File: src/rtl/mem_stage_pkg.sv
// Shared types and constants for the MEM pipeline stage.
package mem_stage_pkg;

    // Access sequencer states.
    typedef enum logic [0:0] {
        ST_IDLE = 1'b0,
        ST_WAIT = 1'b1
    } state_t;

    // Contents of the MEM/WB pipeline register.
    typedef struct packed {
        logic        regwrite;
        logic        mem2reg;
        logic [4:0]  reg_dest;
        logic [31:0] instr;
        logic [63:0] alu_val;
        logic [63:0] read_data;
    } memwb_t;

    // A bubble writes nothing back and carries a zero instruction word.
    localparam memwb_t MEMWB_BUBBLE = {1'b0, 1'b0, 5'd0, 32'd0, 64'd0, 64'd0};

    // Doubleword accesses must sit on an 8-byte boundary.
    function automatic logic is_misaligned(input logic [63:0] addr);
        return (addr[2:0] != 3'b000);
    endfunction

endpackage

File: src/rtl/mem_wb_reg.sv
// MEM/WB pipeline register: loads a new entry, inserts a bubble, or holds.
module mem_wb_reg
    import mem_stage_pkg::*;
(
    input  logic   clk,
    input  logic   reset,
    input  logic   load,
    input  logic   bubble,
    input  memwb_t d,
    output memwb_t q
);

    memwb_t q_r;

    // Register update; bubble takes precedence over load.
    always_ff @(posedge clk) begin
        if (reset) begin
            q_r <= MEMWB_BUBBLE;
        end else if (bubble) begin
            q_r <= MEMWB_BUBBLE;
        end else if (load) begin
            q_r <= d;
        end else begin
            q_r <= q_r;
        end
    end

    assign q = q_r;

endmodule

File: src/rtl/mem_stage.sv
// MEM stage: drives the req/ack data-memory port, resolves zero-branches,
// stalls upstream during multi-cycle accesses and feeds the MEM/WB register.
module mem_stage
    import mem_stage_pkg::*;
#(
    parameter int MAX_WAIT = 16,
    parameter int CNT_W    = 5
) (
    input  logic        CLK,
    input  logic        RESET,
    input  logic [63:0] ALU_VAL_IN,
    input  logic [63:0] RT_READ_IN,
    input  logic [63:0] BRANCH_IN,
    input  logic        ZERO_IN,
    input  logic [4:0]  REG_DESTINATION_IN,
    input  logic        REGWRITE_IN,
    input  logic        MEM2REG_IN,
    input  logic        MEMWRITE_IN,
    input  logic        MEMREAD_IN,
    input  logic        BRANCH_ZERO_IN,
    input  logic [31:0] INSTR_IN,
    input  logic        DMEM_ACK,
    input  logic [63:0] DMEM_RDATA,
    output logic        DMEM_REQ,
    output logic        DMEM_WE,
    output logic [63:0] DMEM_ADDR,
    output logic [63:0] DMEM_WDATA,
    output logic        STALL,
    output logic        PC_SRC,
    output logic [63:0] BRANCH_TARGET,
    output logic        MEM_FAULT,
    output logic [63:0] READ_DATA_OUT,
    output logic [63:0] ALU_VAL_OUT,
    output logic [4:0]  REG_DESTINATION_OUT,
    output logic        REGWRITE_OUT,
    output logic        MEM2REG_OUT,
    output logic [31:0] INSTR_OUT
);

    localparam logic [CNT_W-1:0] CNT_LAST = CNT_W'(MAX_WAIT - 1);

    state_t            state_r;
    state_t            state_nxt_s;
    logic [CNT_W-1:0]  cnt_r;
    logic              req_r;
    logic              we_r;
    logic [63:0]       addr_r;
    logic [63:0]       wdata_r;
    logic              fault_r;

    logic              mem_op_s;
    logic              misalign_s;
    logic              stall_s;
    logic              start_s;
    logic              req_end_s;
    logic              fault_set_s;
    logic              cnt_inc_s;
    logic              wb_load_s;
    logic              wb_bubble_s;
    logic              take_rdata_s;
    memwb_t            wb_d_s;
    memwb_t            wb_q_s;

    assign mem_op_s   = MEMREAD_IN | MEMWRITE_IN;
    assign misalign_s = mem_op_s & is_misaligned(ALU_VAL_IN);

    // Next-state and per-cycle control of the access sequencer.
    always_comb begin
        state_nxt_s  = state_r;
        stall_s      = 1'b0;
        start_s      = 1'b0;
        req_end_s    = 1'b0;
        fault_set_s  = 1'b0;
        cnt_inc_s    = 1'b0;
        wb_load_s    = 1'b0;
        wb_bubble_s  = 1'b0;
        take_rdata_s = 1'b0;
        case (state_r)
            ST_IDLE: begin
                if (misalign_s) begin
                    fault_set_s = 1'b1;
                    wb_bubble_s = 1'b1;
                end else if (mem_op_s) begin
                    stall_s     = 1'b1;
                    start_s     = 1'b1;
                    wb_bubble_s = 1'b1;
                    state_nxt_s = ST_WAIT;
                end else begin
                    wb_load_s   = 1'b1;
                end
            end
            ST_WAIT: begin
                if (DMEM_ACK) begin
                    // ACK beats a coincident timeout.
                    wb_load_s    = 1'b1;
                    take_rdata_s = ~we_r;
                    req_end_s    = 1'b1;
                    state_nxt_s  = ST_IDLE;
                end else if (cnt_r == CNT_LAST) begin
                    fault_set_s  = 1'b1;
                    wb_bubble_s  = 1'b1;
                    req_end_s    = 1'b1;
                    state_nxt_s  = ST_IDLE;
                end else begin
                    stall_s      = 1'b1;
                    cnt_inc_s    = 1'b1;
                    wb_bubble_s  = 1'b1;
                end
            end
            default: begin
                wb_bubble_s = 1'b1;
                req_end_s   = 1'b1;
                state_nxt_s = ST_IDLE;
            end
        endcase
    end

    // Entry presented to MEM/WB; a store never writes the register file.
    always_comb begin
        wb_d_s           = MEMWB_BUBBLE;
        wb_d_s.regwrite  = REGWRITE_IN & ~MEMWRITE_IN;
        wb_d_s.mem2reg   = MEM2REG_IN;
        wb_d_s.reg_dest  = REG_DESTINATION_IN;
        wb_d_s.instr     = INSTR_IN;
        wb_d_s.alu_val   = ALU_VAL_IN;
        if (take_rdata_s) begin
            wb_d_s.read_data = DMEM_RDATA;
        end else begin
            wb_d_s.read_data = 64'd0;
        end
    end

    // Sequencer state register.
    always_ff @(posedge CLK) begin
        if (RESET) begin
            state_r <= ST_IDLE;
        end else begin
            state_r <= state_nxt_s;
        end
    end

    // Wait counter: cleared when an access starts, counts unacknowledged cycles.
    always_ff @(posedge CLK) begin
        if (RESET) begin
            cnt_r <= {CNT_W{1'b0}};
        end else if (start_s) begin
            cnt_r <= {CNT_W{1'b0}};
        end else if (cnt_inc_s) begin
            cnt_r <= cnt_r + CNT_W'(1);
        end else begin
            cnt_r <= cnt_r;
        end
    end

    // Memory port registers; address, data and direction frozen during the access.
    always_ff @(posedge CLK) begin
        if (RESET) begin
            req_r   <= 1'b0;
            we_r    <= 1'b0;
            addr_r  <= 64'd0;
            wdata_r <= 64'd0;
        end else if (start_s) begin
            req_r   <= 1'b1;
            we_r    <= MEMWRITE_IN;
            addr_r  <= ALU_VAL_IN;
            wdata_r <= RT_READ_IN;
        end else if (req_end_s) begin
            req_r   <= 1'b0;
        end else begin
            req_r   <= req_r;
        end
    end

    // Sticky fault flag, cleared only by reset.
    always_ff @(posedge CLK) begin
        if (RESET) begin
            fault_r <= 1'b0;
        end else if (fault_set_s) begin
            fault_r <= 1'b1;
        end else begin
            fault_r <= fault_r;
        end
    end

    mem_wb_reg u_mem_wb_reg (
        .clk    (CLK),
        .reset  (RESET),
        .load   (wb_load_s),
        .bubble (wb_bubble_s),
        .d      (wb_d_s),
        .q      (wb_q_s)
    );

    assign DMEM_REQ            = req_r;
    assign DMEM_WE             = we_r;
    assign DMEM_ADDR           = addr_r;
    assign DMEM_WDATA          = wdata_r;
    assign STALL               = stall_s;
    assign PC_SRC              = BRANCH_ZERO_IN & ZERO_IN;
    assign BRANCH_TARGET       = BRANCH_IN;
    assign MEM_FAULT           = fault_r;
    assign READ_DATA_OUT       = wb_q_s.read_data;
    assign ALU_VAL_OUT         = wb_q_s.alu_val;
    assign REG_DESTINATION_OUT = wb_q_s.reg_dest;
    assign REGWRITE_OUT        = wb_q_s.regwrite;
    assign MEM2REG_OUT         = wb_q_s.mem2reg;
    assign INSTR_OUT           = wb_q_s.instr;

endmodule

File: config.mk
export PLATFORM = sky130hd
export DESIGN_NAME = mem_stage
export DESIGN_NICKNAME = d
export VERILOG_FILES = /design/src/rtl/mem_stage_pkg.sv /design/src/rtl/mem_wb_reg.sv /design/src/rtl/mem_stage.sv
export SDC_FILE = /design/constraint.sdc
export NUM_CORES = 1
export LEC_CHECK = 0
export BUFFER_PORTS_ARGS = -buffer_cell sky130_fd_sc_hd__buf_2
export CAP_MARGIN = 20
export CORE_AREA = 2 2 261 263
export DETAILED_ROUTE_END_ITERATION = 10
export DIE_AREA = 0 0 263 265
export HOLD_SLACK_MARGIN = 0.15
export PLACE_DENSITY = 0.4
export SLEW_MARGIN = 30
export SYNTH_ARGS = -nofsm -noshare
export SYNTH_HDL_FRONTEND = slang
export SYNTH_SLANG_ARGS = --single-unit
export TNS_END_PERCENT = 10
File: constraint.sdc
create_clock -name CLK -period 3.5 [get_ports CLK]
set_input_delay 0.35 -clock CLK [delete_from_list [all_inputs] [get_ports CLK]]
set_output_delay 0.35 -clock CLK [all_outputs]
set_load 0.05 [all_outputs]
; After elaboration in Yosys (flattened, before gate mapping)
; Cells that the tools add are included.
[word_totals]
ff_bits = 304
inputBits = 302
output_inout_bits = 364
elab_cells = 51
[classes]
addsub = 1
n_eq_ne = 1
n_mux = 25
bitwise_logic = 7
n_reduce_logical = 4
[ops]
columns = cell, n
row1 = two-way mux 64 bit, 1
row2 = two-way mux 1 bit, 20
row3 = one-hot mux 1 bit (2 select lines), 4
row4 = adder 5 x 1 -> 5 bit (second input constant), 1
row5 = equality test 5 x 4 -> 1 bit (second input constant), 1
row6 = OR reduction 2 bit, 2
row7 = AND 1 bit, 3
row8 = NOT 1 bit, 3
row9 = nonzero test 3 bit, 1
row10 = nonzero test 2 bit, 1
row11 = OR 1 bit, 1

; Logic depth before layout (Yosys ltp)
; Gate-level depths: netlist of run 1.
[logic_depth]
ltp_word = 6
ltp_mapped = 7
depth_no_buf = 6

; Cells and area by module
; A second synthesis of run 1 with hierarchy kept.
[hier_totals]
hier_cells = 1307
hier_area_um2 = 12110.4
[modules_own_cells]
columns = module, n_inst, cells_each, area_per_inst_um2, seq_area_each_um2
row1 = mem_stage, 1, 767, 6082.1, 2742.6
row2 = mem_wb_reg, 1, 540, 6028.3, 3343.2

; Worst setup path before layout of run 1
; No wires, ideal clock.
[synth_path]
path_type = register -> output
start = register cnt_r[0]
end = output port STALL
arrival_time_ns = 1.730
required_ns = 3.150
setup_slack_ns = 1.420
path_stages_with_launch = 7
path_buffers = 1
path_cell_list = dfxtp_1 > ha_1 > and3_1 > ha_1 > or3b_1 > buf_2 > nand2_1
[synth_between]
elab_chain_len = 4
[synth_rtl]
columns = item, line_no
row1 = start: declaration, mem_stage.sv:44  ; logic [CNT_W-1:0] cnt_r;
row2 = start signal: assignment, mem_stage.sv:145  ; cnt_r <= {CNT_W{1'b0}};
row3 = start signal: assignment, mem_stage.sv:147  ; cnt_r <= {CNT_W{1'b0}};
row4 = start signal: assignment, mem_stage.sv:149  ; cnt_r <= cnt_r + CNT_W'(1);
row5 = equality test 5 x 4 -> 1 bit, mem_stage.sv:99  ; end else if (cnt_r == CNT_LAST) begin
row6 = two-way mux 1 bit, mem_stage.sv:99
row7 = two-way mux 1 bit, mem_stage.sv:93  ; if (DMEM_ACK) begin
row8 = one-hot mux 1 bit (2 select lines), mem_stage.sv:78  ; case (state_r)
row9 = end: declaration, mem_stage.sv:28  ; output logic STALL,
; Every way passes these cells.

; Worst setup path after layout of run 1
; Same ends and word-level chain as after synthesis.

==> impl_metrics.tcl, run 1 <==
set metrics [dict create \
    status "finished, final reports clean" \
    dpl-instance-area_um2 13300 \
    finalNetCount 2026 \
    port_buffers 537 \
    crit_type "reg -> out" \
    cts_max_level 2 \
    p_leak_nw 7.65 \
    power.density_nw_per_um2 516 \
    p_sw_mw 2.26 \
    hold_viol 0 \
    yosysTopAreaCellShare_pct 60.0 \
    intPower_mw 6.49 \
    netlist_top_cells_area "dfxtp_1 (60%), and2_1 (10%), a21oi_1 (6.5%), nand3_1 (6.3%), o21ai_0 (6.1%)" \
    fmax_mhz 369 \
    start_util_pct 15.2 \
    netlist_top_cells_count "dfxtp_1 (304), and2_1 (167), a21oi_1 (132)" \
    synthesis.nets 1352 \
    clk-insertion-delay-late_ns 0.56 \
    die_area_um2 69700 \
    finalInstanceArea_um2 17000 \
    vdd_ir_drop_max_v 0.000274 \
    async_flop_share_pct 0 \
    grt_usage_pct 11.4 \
    cp_max_fo 7 \
    route.detailed.drc 0 \
    dp_slack_ns 1.04 \
    min_period_ns 2.71 \
    ys_types 29 \
    yosysSeqAreaShare_pct 60.0 \
    worst_clock_skew_ns 0.0179 \
    first_iter_violations 343 \
    synth_area_leader_cell "dfxtp_1" \
    globalplace.congestion 0.758 \
    crit_arrival_ns 2.36 \
    cts_root_buf "clkbuf_16" \
    cp_slowest_cell "or3b_1" \
    cts_hold_buffers 233 \
    wire_per_inst_um 15.9 \
    combPwrFrac_pct 11.9 \
    hpwl_um 29000 \
    cp_common_cell "ha_1" \
    clockPowerShare_pct 47.2 \
    post-route-period-util_pct 77.5 \
    setup_violations 0 \
    die_w_um 263 \
    avgSynthCellArea_um2 9.67 \
    ys.flop_type "dfxtp_1" \
    maxCapViolations 0 \
    vias_per_cell 3.81 \
    rows 95 \
    grt_pass1_vias 10600 \
    clockBufferDepth 3 \
    grt_max_degree 89 \
    relSlewSlack_pct 47.1 \
    pwr-share-seq_pct 40.9 \
    critPathCaptureType "output port" \
    final-seq-area_um2 6090 \
    tightestPinTransition_ns 0.792 \
    first_pass_iters 5 \
    clock-sinks 304 \
    antenna_found_initial 3 \
    cts_tree "yes" \
    ioPinCount 666 \
    yosysMostFrequentCell "dfxtp_1" \
    swShare_pct 25.8 \
    routed-via-count 9999 \
    ys_warn_count 0 \
    grt_pass1_wl_um 62100 \
    cp-start-kind "flop" \
    numCtsBuffers 37 \
    tns_ns 0 \
    multiInputGateArea_um2 3230 \
    finalMaxSlewViolations 0 \
    ys_ff_latch 304 \
    core_area_um2 66800 \
    cts_resized 0 \
    hold_path_class "in -> reg" \
    cts_setup_buffers 0 \
    drive_gt1_share_pct 35.2 \
    wl_um 41800 \
    required_ns 3.15 \
    fillerInstances 7184 \
    syn_to_final_growth_pct 67.3 \
    overflow 0 \
    netlist_instances 1048 \
    slowest_delay_ns 0.49 \
    ant_nets 0 \
    fp.dieH_um 265 \
    synth-edff-count 0 \
    syn_area_um2 10100 \
    crit_chain "ha_1, and3_1, ha_1, or3b_1, nand2_1, buf_2" \
    rsz0062_at_grt "false" \
    path_clk_slew_ns 0.06 \
    postLayoutSetupSlackWorst_ns 0.787 \
]
[placed cells by master (no fill, tap or decap), types with 2 or more instances in the layout]
master         Yosys  routed
buf_2              9     536
dfxtp_1          304     304
dlygate4sd3_1      0     233
and2_1           167     167
a21oi_1          132     132
nand3_1          127     127
o21ai_0          124     124
clkbuf_16          0      37
buf_4             65      14
clkbuf_8           0      10
clkbuf_1          63      10
nand2_1            7       7
inv_1              6       6
o21ai_1            5       5
nor2_1             5       5
bufinv_16          0       5
buf_12             0       4
diode_2            0       3
or3_1              4       3
ha_1               2       2
clkinv_8           0       2
[registers in the layout (all words and copies together) (netlist names)]
register	count
DMEM_ADDR	64
state_r	1
DMEM_WDATA	64
DMEM_WE	1
MEM_FAULT	1
cnt_r	5
DMEM_REQ	1
u_mem_wb_reg.q	167
[path summary, 6_finish.rpt]
kind	to	cells past startpoint	slack [ns]	from
min reg2reg	DMEM_ADDR[1]$_SDFFE_PP0P_	2	0.43	DMEM_ADDR[1]$_SDFFE_PP0P_
max	STALL	6	0.79	cnt_r[0]$_SDFFE_PP0P_
max reg2reg	u_mem_wb_reg.q[166]$_SDFFE_PP0P_	4	1.19	state_r$_SDFF_PP0_
min	cnt_r[1]$_SDFFE_PP0P_	4	0.24	DMEM_ACK
[area by class of cell]
type	count	area share, %
Sequential cell	304	35.9
Timing Repair Buffer	787	30.7
Multi-Input combinational cell	586	19.1
Clock buffer	57	6.49
Tap cell	873	6.44
Clock inverter	9	1.28
Inverter	6	0.133
Antenna cell	3	0.0443
[critical path, delay by kind of cell, from the launching register on]
| kind | cells | cell delay (ns) |
|---|---|---|
| flops | 1 | 0.33 |
| fa+ha+maj | 2 | 0.42 |
| simple gates | 3 | 0.78 |
| buf+inv | 1 | 0.28 |
[cells by family after synthesis]
family | count (synthesis) | synth area share, %
adders and majority gates | 2 | 0.247
and+or+nand+nor | 316 | 17.8
xor gates and xnor gates | 1 | 0.0864
AOI/OAI and AO/OA | 267 | 13.4
DFF | 304 | 60.0
buffers and inverters | 158 | 8.47
[power groups by stage]
stage,combinational [mW],sequential [mW],clock (mW)
after detailed placement,0.838,3.66,0
after floorplan,0.398,3.95,0
final,1.04,3.58,4.13
after global routing,1.11,3.59,4.43
after global placement,0.836,3.66,0
after CTS,1.05,3.58,4.31
[per-stage QoR]
| stage | std cells | total power [mW] | hold WS (ns) | utilization (%) |
|---|---|---|---|---|
| floorplan | 1048 | 4.35 | 0.454 | - |
| global placement | 2322 | 4.49 | 0.414 | 19.9 |
| detailed placement | 2322 | 4.50 | 0.417 | 19.9 |
| CTS | 2621 | 8.95 | 0.227 | 25.3 |
| global route | 2622 | 9.14 | 0.268 | 25.4 |
| finish | 2625 | 8.75 | 0.244 | 25.4 |
[layer usage]
layer | vias to the layer above | wire length (µm) | track usage, %
met3 | 122 | 2710 | 2.81
met1 | 4685 | 16100 | 12.3
met2 | 394 | 21000 | 20.8
li1 | 4796 | - | -
met5 | - | 13 | 0
met4 | 2 | 1910 | 5.92
Note: power is estimated with default switching activity, not from simulation.
==> run 2: changes to the inputs <==
==> constraint.sdc (replaced) <==
create_clock -name CLK -period 2.6 [get_ports CLK]
set_input_delay 0.26 -clock CLK [delete_from_list [all_inputs] [get_ports CLK]]
set_output_delay 0.26 -clock CLK [all_outputs]
set_load 0.05 [all_outputs]
==> impl_metrics.tcl, run 2 (synthesis results as in run 1) <==
set metrics [dict create \
    status "finished, final reports clean" \
    reg2reg_from "state_r$_SDFF_PP0_" \
    fin_cells 2619 \
    ioPinCount 666 \
    path_clk_slew_ns 0.06 \
    layout_commonest_cell "buf_2" \
    clk-insertion-delay-late_ns 0.54 \
    rows 95 \
    combPwrFrac_pct 12.1 \
    ant_nets 0 \
    die_w_um 263 \
    rsz0062_at_grt "false" \
    antenna_found_initial 5 \
    postLayoutSetupSlackWorst_ns 0.136 \
    port_buffers 537 \
    clock-sinks 304 \
    dp_slack_ns 0.551 \
    p_leak_nw 7.63 \
    hold_start "DMEM_ACK" \
    gr-usage-met3_pct 3.45 \
    first_pass_iters 4 \
    pwr-share-seq_pct 41.4 \
    p_sw_mw 2.97 \
    required_ns 2.34 \
    grt_pass1_wl_um 60400 \
    worst_clock_skew_ns 0.0200 \
    place_inst 2321 \
    hold_viol 0 \
    maxCapViolations 0 \
    globalplace.congestion 0.750 \
    wire_per_inst_um 15.6 \
    vdd_ir_drop_max_v 0.000427 \
    regToRegSetupSlack_ns 0.41 \
    core_area_um2 66800 \
    tightestPinTransition_ns 0.713 \
    largest_register_ffs 167 \
    routed-via-count 9952 \
    post-route-period-util_pct 94.8 \
    syn_to_final_growth_pct 66.7 \
    tns_ns 0 \
    min_to "DMEM_REQ$_SDFFE_PP0P_" \
    cp_max_fo 7 \
    die_area_um2 69700 \
    cp-start-kind "flop" \
    finalMaxSlewViolations 0 \
    fmax_mhz 406 \
    relSlewSlack_pct 52.4 \
    start_util_pct 15.2 \
    route.detailed.drc 0 \
    grt_pass1_vias 10300 \
    swShare_pct 25.6 \
    hpwl_um 28100 \
    power.density_nw_per_um2 688 \
    r2r_end "u_mem_wb_reg.q[166]$_SDFFE_PP0P_" \
    insertedDiodeCount 0 \
    critPathCaptureType "output port" \
    gr-max-usage-layer "met2" \
    grt_max_degree 104 \
    first_iter_violations 334 \
    whs_path_depth 4 \
    intPower_mw 8.66 \
    grtUsageMet2_pct 20.7 \
    wl_um 41000 \
    min_period_ns 2.46 \
    overflow 0 \
    grt_use_met1_pct 11.4 \
    crit_arrival_ns 2.20 \
    crit_type "reg -> out" \
    grt_usage_pct 11.1 \
    r2r_cells 5 \
    fp.dieH_um 265 \
    utilization_pct 25.3 \
    clockBufferDepth 3 \
    numCtsBuffers 38 \
    final_cell_mix "buf_2 (535), dfxtp_1 (304), dlygate4sd3_1 (233), and2_1 (167), a21oi_1 (132)" \
    timing.hold.ws_ns 0.162 \
    cts_tree "yes" \
    drive_gt1_share_pct 35.3 \
    setup_violations 0 \
    hold_path_class "in -> reg" \
    cts_root_buf "clkbuf_16" \
    finalNetCount 2025 \
    vias_per_cell 3.80 \
    fillerInstances 7184 \
    clockPowerShare_pct 46.6 \
    cts_max_level 2 \
]
==> run 2: cell count changes in the layout (fill, tap and decap cells not counted), sizes merged <==
cell    change
clkinv      +4
diode       -3
clkbuf      -6
buf         -2
inv         +1
==> run 2: critical path, stage by stage (launching register included) <==
cell and delay, ns:
dfxtp_1 0.33, ha_1 0.22, and3_1 0.18, ha_1 0.23, or3b_4 0.45, nand2_1 0.10, buf_6 0.16
==> run 2: repair_timing <==
action,in CTS,in global routing
hold buffers,233,0
setup buffers,0,0
endpoints found under the setup margin,1,1
hold endpoints to repair,293,0
gates resized for setup,1,2
==> run 2: metal layers <==
layer	vias up	wire [µm]	part of all wire [%]
met2	368	21000	51
met3	118	3050	7.4
li1	4788	-	-
met4	8	1700	4.1
met5	-	52	0.13
met1	4670	15200	37
==> run 2: through the flow <==
stage | cell area, µm² | power (mW)
detailed placement | 13300 | 6.05
CTS | 16900 | 11.9
floorplan | 10100 | 5.85
global placement | 13300 | 6.05
finish | 16900 | 11.6
global route | 16900 | 12.1
==> run 2: how the worst max path moves through the flow <==
stage	to	startpoint	depth (start not counted)	slack [ns]
5_1_grt	STALL	cnt_r[0]$_SDFFE_PP0P_	6	0.02
3_3_place_gp	STALL	cnt_r[0]$_SDFFE_PP0P_	6	0.57
6_report	STALL	cnt_r[0]$_SDFFE_PP0P_	6	0.14
2_1_floorplan	STALL	cnt_r[0]$_SDFFE_PP0P_	6	0.61
3_5_place_dp	STALL	cnt_r[0]$_SDFFE_PP0P_	6	0.55
4_1_cts	STALL	cnt_r[0]$_SDFFE_PP0P_	6	0.003
==> run 2: area by class of cell <==
cell class | instances | area, µm² | share of cell area (%)
clock buffers | 51 | 1060 | 6.28
clock inverters | 14 | 199 | 1.18
inverters | 6 | 22.5 | 0.133
multi-input cells | 586 | 3240 | 19.1
flip-flops and latches | 304 | 6090 | 36.0
well taps | 873 | 1090 | 6.46
repair buffers | 785 | 5210 | 30.8
==> run 2: power groups by stage <==
| stage | Combinational, mW | Clock (mW) | Sequential, mW |
|---|---|---|---|
| floorplan | 0.536 | 0 | 5.32 |
| global placement | 1.13 | 0 | 4.92 |
| detailed placement | 1.13 | 0 | 4.92 |
| CTS | 1.42 | 5.65 | 4.82 |
| global route | 1.50 | 5.80 | 4.83 |
| finish | 1.40 | 5.42 | 4.82 |
